===== src/rtl/alu_arbiter.sv =====
// Two-requester front end for one shared combinational ALU: arbitrate, run one operation, hold the response.
// Define ALU_ARB_RR_EN for round-robin arbitration; the default build uses fixed priority (requester 0 wins).
module alu_arbiter #(
  parameter int DATA_W = 32
) (
  input  logic                clk_i,
  input  logic                rst_i,
  input  logic [1:0]          req_valid_i,
  output logic [1:0]          req_ready_o,
  input  logic [7:0]          req_ctrl_i,
  input  logic [2*DATA_W-1:0] req_src1_i,
  input  logic [2*DATA_W-1:0] req_src2_i,
  output logic                rsp_valid_o,
  input  logic                rsp_ready_i,
  output logic                rsp_id_o,
  output logic [DATA_W-1:0]   rsp_data_o,
  output logic                rsp_zero_o,
  output logic                rsp_err_o,
  output logic [3:0]          alu_ctrl_o,
  output logic [DATA_W-1:0]   alu_src1_o,
  output logic [DATA_W-1:0]   alu_src2_o,
  input  logic [DATA_W-1:0]   alu_result_i,
  input  logic                alu_zero_i
);

  typedef enum logic [1:0] {IDLE, EXEC, RESP} state_t;

  state_t              state, state_nxt;
  logic                win;
  logic [1:0]          grant;
  logic                hs;
  logic [3:0]          win_ctrl;
  logic [DATA_W-1:0]   win_src1, win_src2;

`ifdef ALU_ARB_RR_EN
  // prio names the requester that wins when both are valid
  logic prio;

  always_comb begin
    win = ~req_valid_i[0];
    if (req_valid_i == 2'b11) win = prio;
  end
`else
  always_comb begin
    win = ~req_valid_i[0];
  end
`endif

  always_comb begin
    grant = 2'b00;
    if (state == IDLE && !rst_i) grant = req_valid_i & (win ? 2'b10 : 2'b01);
    hs       = |grant;
    win_ctrl = win ? req_ctrl_i[7:4] : req_ctrl_i[3:0];
    win_src1 = win ? req_src1_i[2*DATA_W-1:DATA_W] : req_src1_i[DATA_W-1:0];
    win_src2 = win ? req_src2_i[2*DATA_W-1:DATA_W] : req_src2_i[DATA_W-1:0];
  end

  assign req_ready_o = grant;
  assign rsp_valid_o = (state == RESP);

  always_ff @(posedge clk_i) begin
    if (rst_i) state <= IDLE;
    else       state <= state_nxt;
  end

  always_comb begin
    state_nxt = state;
    case (state)
      IDLE: if (hs) state_nxt = win_ctrl[3] ? RESP : EXEC;
      EXEC: state_nxt = RESP;
      RESP: if (rsp_ready_i) state_nxt = IDLE;
      default: state_nxt = IDLE;
    endcase
  end

  // ALU operand registers double as the capture of a legal request, so the ALU sees only legal codes.
  always_ff @(posedge clk_i) begin
    if (rst_i) begin
      rsp_id_o   <= 1'b0;
      rsp_data_o <= '0;
      rsp_zero_o <= 1'b0;
      rsp_err_o  <= 1'b0;
      alu_ctrl_o <= 4'b1111;
      alu_src1_o <= '0;
      alu_src2_o <= '0;
    end else begin
      case (state)
        IDLE: begin
          if (hs) begin
            rsp_id_o <= win;
            if (win_ctrl[3]) begin
              rsp_data_o <= '0;
              rsp_zero_o <= 1'b0;
              rsp_err_o  <= 1'b1;
            end else begin
              alu_ctrl_o <= win_ctrl;
              alu_src1_o <= win_src1;
              alu_src2_o <= win_src2;
            end
          end
        end
        EXEC: begin
          rsp_data_o <= alu_result_i;
          rsp_zero_o <= alu_zero_i;
          rsp_err_o  <= 1'b0;
          alu_ctrl_o <= 4'b1111;
          alu_src1_o <= '0;
          alu_src2_o <= '0;
        end
        default: ;
      endcase
    end
  end

`ifdef ALU_ARB_RR_EN
  always_ff @(posedge clk_i) begin
    if (rst_i)   prio <= 1'b0;
    else if (hs) prio <= ~win;
  end
`endif

endmodule


===== config.mk =====
export PLATFORM = sky130hd
export DESIGN_NAME = alu_arbiter
export DESIGN_NICKNAME = d
export VERILOG_FILES = /design/src/rtl/alu_arbiter.sv
export SDC_FILE = /design/constraint.sdc
export NUM_CORES = 1
export LEC_CHECK = 0
export ABC_AREA = 1
export BUFFER_PORTS_ARGS = -buffer_cell sky130_fd_sc_hd__buf_2
export CAP_MARGIN = 20
export CORE_MARGIN = 10
export CORE_UTILIZATION = 49
export DETAILED_ROUTE_END_ITERATION = 12
export GPL_ROUTABILITY_DRIVEN = 0
export MAX_ROUTING_LAYER = met4
export PLACE_DENSITY = 0.9
export SLEW_MARGIN = 20
export SYNTH_ARGS = -nofsm -noshare
export SYNTH_HDL_FRONTEND = slang
export SYNTH_SLANG_ARGS = --single-unit

===== constraint.sdc =====
create_clock -name clk_i -period 3.1 [get_ports clk_i]
set_input_delay 0.465 -clock clk_i [delete_from_list [all_inputs] [get_ports clk_i]]
set_output_delay 0.465 -clock clk_i [all_outputs]
set_load 0.03 [all_outputs]

== Word level (Yosys, flattened, before mapping) ==
Cells that the tools add are included.
Storage, ports and cells
  output and inout bits: 106
  word-level logic and storage cells: 52
  flip-flop bits (word level): 105
Cells by class
  bitwise operators: 2
  reduce and logical (&&, ||, !) cells: 9
  multiplexer cells: 27
  eq/ne operators: 6
Operator list (number)
  $mux W32: 8
  $pmux W32 S2: 3
  $mux W4: 3
  $mux W2: 5
  $pmux W4 S2: 1
  $ne A2 B2 Y1 const B: 3
  $pmux W2 S3: 1
  $reduce_and A3 Y1: 2
  $mux W1: 4
  $pmux W1 S2: 2
  $reduce_and A2 Y1: 2
  $and A2 B2 Y2: 1
  $eq A2 B1 Y1 const B: 1
  $eq A2 B2 Y1 const B: 1
  $logic_not A2 Y1: 1
  $ne A2 B1 Y1 const B: 1
  $reduce_bool A2 Y1: 1
  $reduce_or A2 Y1: 1
  $logic_and A1 B1 Y1: 1
  $logic_not A1 Y1: 1
  $not A1 Y1: 1

== Logic depth before layout (Yosys ltp) ==
  depth in word-level cells: 6
  gate-level depth with buffers: 11
  gate-level depth less buffers: 9

== Worst setup path before layout ==
Ideal clock, no wire load.
  kind: input-to-output
  from: in req_valid_i[0]
  to: out req_ready_o[0]
  stages on the path: 4
  path slack: 0.822 ns
  arrival: 1.813 ns
  required time: 2.635 ns
  cell sequence: buf_4 > inv_4 > buf_4 > nor4_1
Between the ends
  cells in the longest elaborated chain, start to end: 3
RTL lines
  from (decl): line 8  | input logic [1:0] req_valid_i,
  $mux W2: line 51  | if (state == IDLE && !rst_i) grant = req_valid_i & (win ? 2'b10 : 2'b01);
  $and A2 B2 Y2 *: line 51
  $mux W2 *: line 51
  to (decl): line 9  | output logic [1:0] req_ready_o,
Every way passes the cells marked *; elsewhere a longest branch is shown, timed or not.

== Worst setup path after layout ==
  from: in req_valid_i[0]
  to: out req_ready_o[1]
Between the ends
  cells in the longest elaborated chain, start to end: 3
RTL lines (line)
  $mux W2: 51
  $and A2 B2 Y2: 51
  $mux W2: 51
Every way passes these cells.

==> results.sh <==
export IMPL_hold_depth=2
export IMPL_synth_xor_xnor_area_share_pct=0
export IMPL_pre_cts_ws_ps=969
export IMPL_drtIter0Drc=491
export IMPL_slowest_stage="buf_4"
export IMPL_yosys_warnings=0
export IMPL_grt_pass1_vias=5559
export IMPL_cp_num_buf_inv=3
export IMPL_fillCellCount=1019
export IMPL_synthAdderAreaFrac_pct=0
export IMPL_start_kind="input port"
export IMPL_fin_tns_setup_ps=0
export IMPL_mostFrequentLayoutCell="nor2_1"
export IMPL_path_clk_slew_ps=90
export IMPL_ys_types=23
export IMPL_ys_seq_area_share_pct=39.4
export IMPL_critical_path_max_fanout=69
export IMPL_timing_critical_path_mode_cell="buf_2"
export IMPL_hold_slack_ps=367
export IMPL_status="finished clean"
export IMPL_yosys_area_share_simple_pct=42.3
export IMPL_maxSlewViolCount=0
export IMPL_worstPathRequired_ps=2630
export IMPL_switching_share_pct=43.5
export IMPL_end_kind="output pin"
export IMPL_core_area_um2=10700
export IMPL_vias_per_cell=4.93
export IMPL_die_w_um=124
export IMPL_p_int_uw=2640
export IMPL_pwr_share_comb_pct=44.4
export IMPL_holdPathEnd="state[1]"
export IMPL_cts_max_path_buffers=2
export IMPL_grt_pass1_wl_um=27900
export IMPL_hpwlAfterDp_um=13300
export IMPL_num_antenna_cells=0
export IMPL_post_cts_setup_buffers=0
export IMPL_cap_violations=0
export IMPL_syn_inst=867
export IMPL_synthesis_nets=1041
export IMPL_start_util_pct=49.7
export IMPL_setup_viol=0
export IMPL_p_per_area_nw_per_um2=683
export IMPL_place_inst=1228
export IMPL_via_count=6122
export IMPL_hp_class="input port to flip-flop"
export IMPL_period_share_pct=62.3
export IMPL_syn_area_um2=5340
export IMPL_synthMuxAreaShare_pct=0
export IMPL_grt_setup_unrepaired="false"
export IMPL_ctsHoldBuffers=0
export IMPL_final_util_pct=63.7
export IMPL_cts_repair_resize_count=0
export IMPL_fmax_mhz=518
export IMPL_crit_family="buffers and inverters"
export IMPL_wire_per_inst_um=14.4
export IMPL_p_clk_share_pct=18.1
export IMPL_r2r_end="alu_src1_o[22]"
export IMPL_cts_root_buf="clkbuf_8"
export IMPL_synth_top_family_by_area="simple AND/OR/NAND/NOR gates"
export IMPL_die_area_um2=15500
export IMPL_syn_area_per_cell_um2=6.16
export IMPL_syn2layout_area_growth_pct=28.2
export IMPL_relSlewSlack_pct=30.5
export IMPL_r2r_start="state[0]"
export IMPL_synth_seq_cells=105
export IMPL_reg2reg_slack_ps=1220
export IMPL_ir_drop_mv=0.396
export IMPL_ios=280
export IMPL_cts_max_level=3
export IMPL_overflow=0
export IMPL_rows=38
export IMPL_wirelength_um=17900
export IMPL_cts_sinks=105
export IMPL_antenna_found_initial=0
export IMPL_tightest_slew_ps=1040
export IMPL_leakagePower_uw=0.00368
export IMPL_cts_tree="built"
export IMPL_portBuffers=279
export IMPL_max_stage_delay_ps=560
export IMPL_p_seq_share_pct=37.5
export IMPL_numCtsBuffers=9
export IMPL_hold_violations=0
export IMPL_clock_latency_ps=350
export IMPL_grt_usage_pct=21.9
export IMPL_p_switching_uw=2030
export IMPL_grt_max_degree=103
export IMPL_crit_chain="buf_2, buf_4, nor2_1, buf_2"
export IMPL_drc=0
export IMPL_period_needed_ps=1930
export IMPL_min_from="rst_i"
export IMPL_drive_gt1_share_pct=28.6
export IMPL_die_h_um=124
export IMPL_final_cell_mix="nor2_1 (296), buf_2 (279), nand2_1 (174)"
export IMPL_antenna_left=0
export IMPL_timing_final_ws_setup_ps=1170
export IMPL_synth_compound_area_share_pct=8.67
export IMPL_finClkSkew_ps=9.14
export IMPL_fin_nets=1273
export IMPL_rr_worst_depth=8
export IMPL_arrival_ps=1470
export IMPL_dr_pass1_iters=8
export IMPL_final_cell_count_no_fill=1243
export IMPL_crit_type="input port to output pin"
-- metrics by stage --
step | power, µW | cell area [µm²]
2_1_floorplan | 3300 | 5340
3_3_place_gp | 3820 | 6650
3_5_place_dp | 3870 | 6650
4_1_cts | 4710 | 6840
5_1_grt | 4990 | 6840
6_report | 4670 | 6840
-- area by class of cell --
cell class	instances	area [µm²]	area share [%]
Multi-Input combinational cell	656	2730	39.9
Timing Repair Buffer	289	1500	21.9
Clock buffer	11	141	2.07
Clock inverter	4	53.8	0.786
Tap cell	140	175	2.56
Inverter	38	145	2.12
Sequential cell	105	2100	30.7
-- registers in the layout, summed over array words and instances (netlist names) --
signal / count
rsp_zero_o: 1
alu_ctrl_o: 4
alu_src2_o: 32
rsp_data_o: 32
alu_src1_o: 32
rsp_err_o: 1
rsp_id_o: 1
state: 2
-- cell usage after synthesis, drive strengths merged --
| master | instances | area (µm²) |
|---|---|---|
| nand2 | 178 | 676 |
| nand3 | 88 | 445 |
| a21boi | 1 | 7.51 |
| a21oi | 32 | 160 |
| clkbuf | 20 | 78.8 |
| nand3b | 1 | 7.51 |
| o22ai | 1 | 6.26 |
| buf | 48 | 292 |
| nor4 | 1 | 6.26 |
| dfxtp | 105 | 2100 |
| inv | 38 | 145 |
| o21ai | 57 | 289 |
| nor2 | 297 | 1120 |
-- cell families (layout without fill, tap and decap cells) --
| family | count (synthesis) | count (layout) |
|---|---|---|
| simple gates | 565 | 565 |
| buf+inv | 106 | 342 |
| flops | 105 | 105 |
| compound gates | 91 | 91 |
-- power groups by stage --
stage          clock, µW  sequential (µW)  combinational (µW)
3_3_place_gp           0             1770                2060
5_1_grt              912             1790                2290
2_1_floorplan          0             2300                 995
6_report             844             1750                2080
3_5_place_dp           0             1780                2090
4_1_cts              868             1750                2090
-- routing by layer --
layer  track usage [%]  up-vias  share of wire, %
li1                  -     3151                 -
met1              25.1     2712                41
met2              37.2      233                50
met3              5.23       26               7.0
met4              6.03        0               1.9
met5                 -        -                 0
-- worst max path at each step --
stage          slack, ps  cells after the start           start             end
2_1_floorplan        820                      4  req_valid_i[0]  req_ready_o[0]
3_3_place_gp        1010                      9  req_valid_i[0]  rsp_data_o[23]
3_5_place_dp         970                     10  req_valid_i[0]  alu_src1_o[29]
4_1_cts             1160                      2        state[0]  req_ready_o[0]
5_1_grt             1050                      8        state[0]   alu_src1_o[6]
6_report            1170                      4  req_valid_i[0]  req_ready_o[1]
No activity file was read; power rests on OpenSTA's default activity.
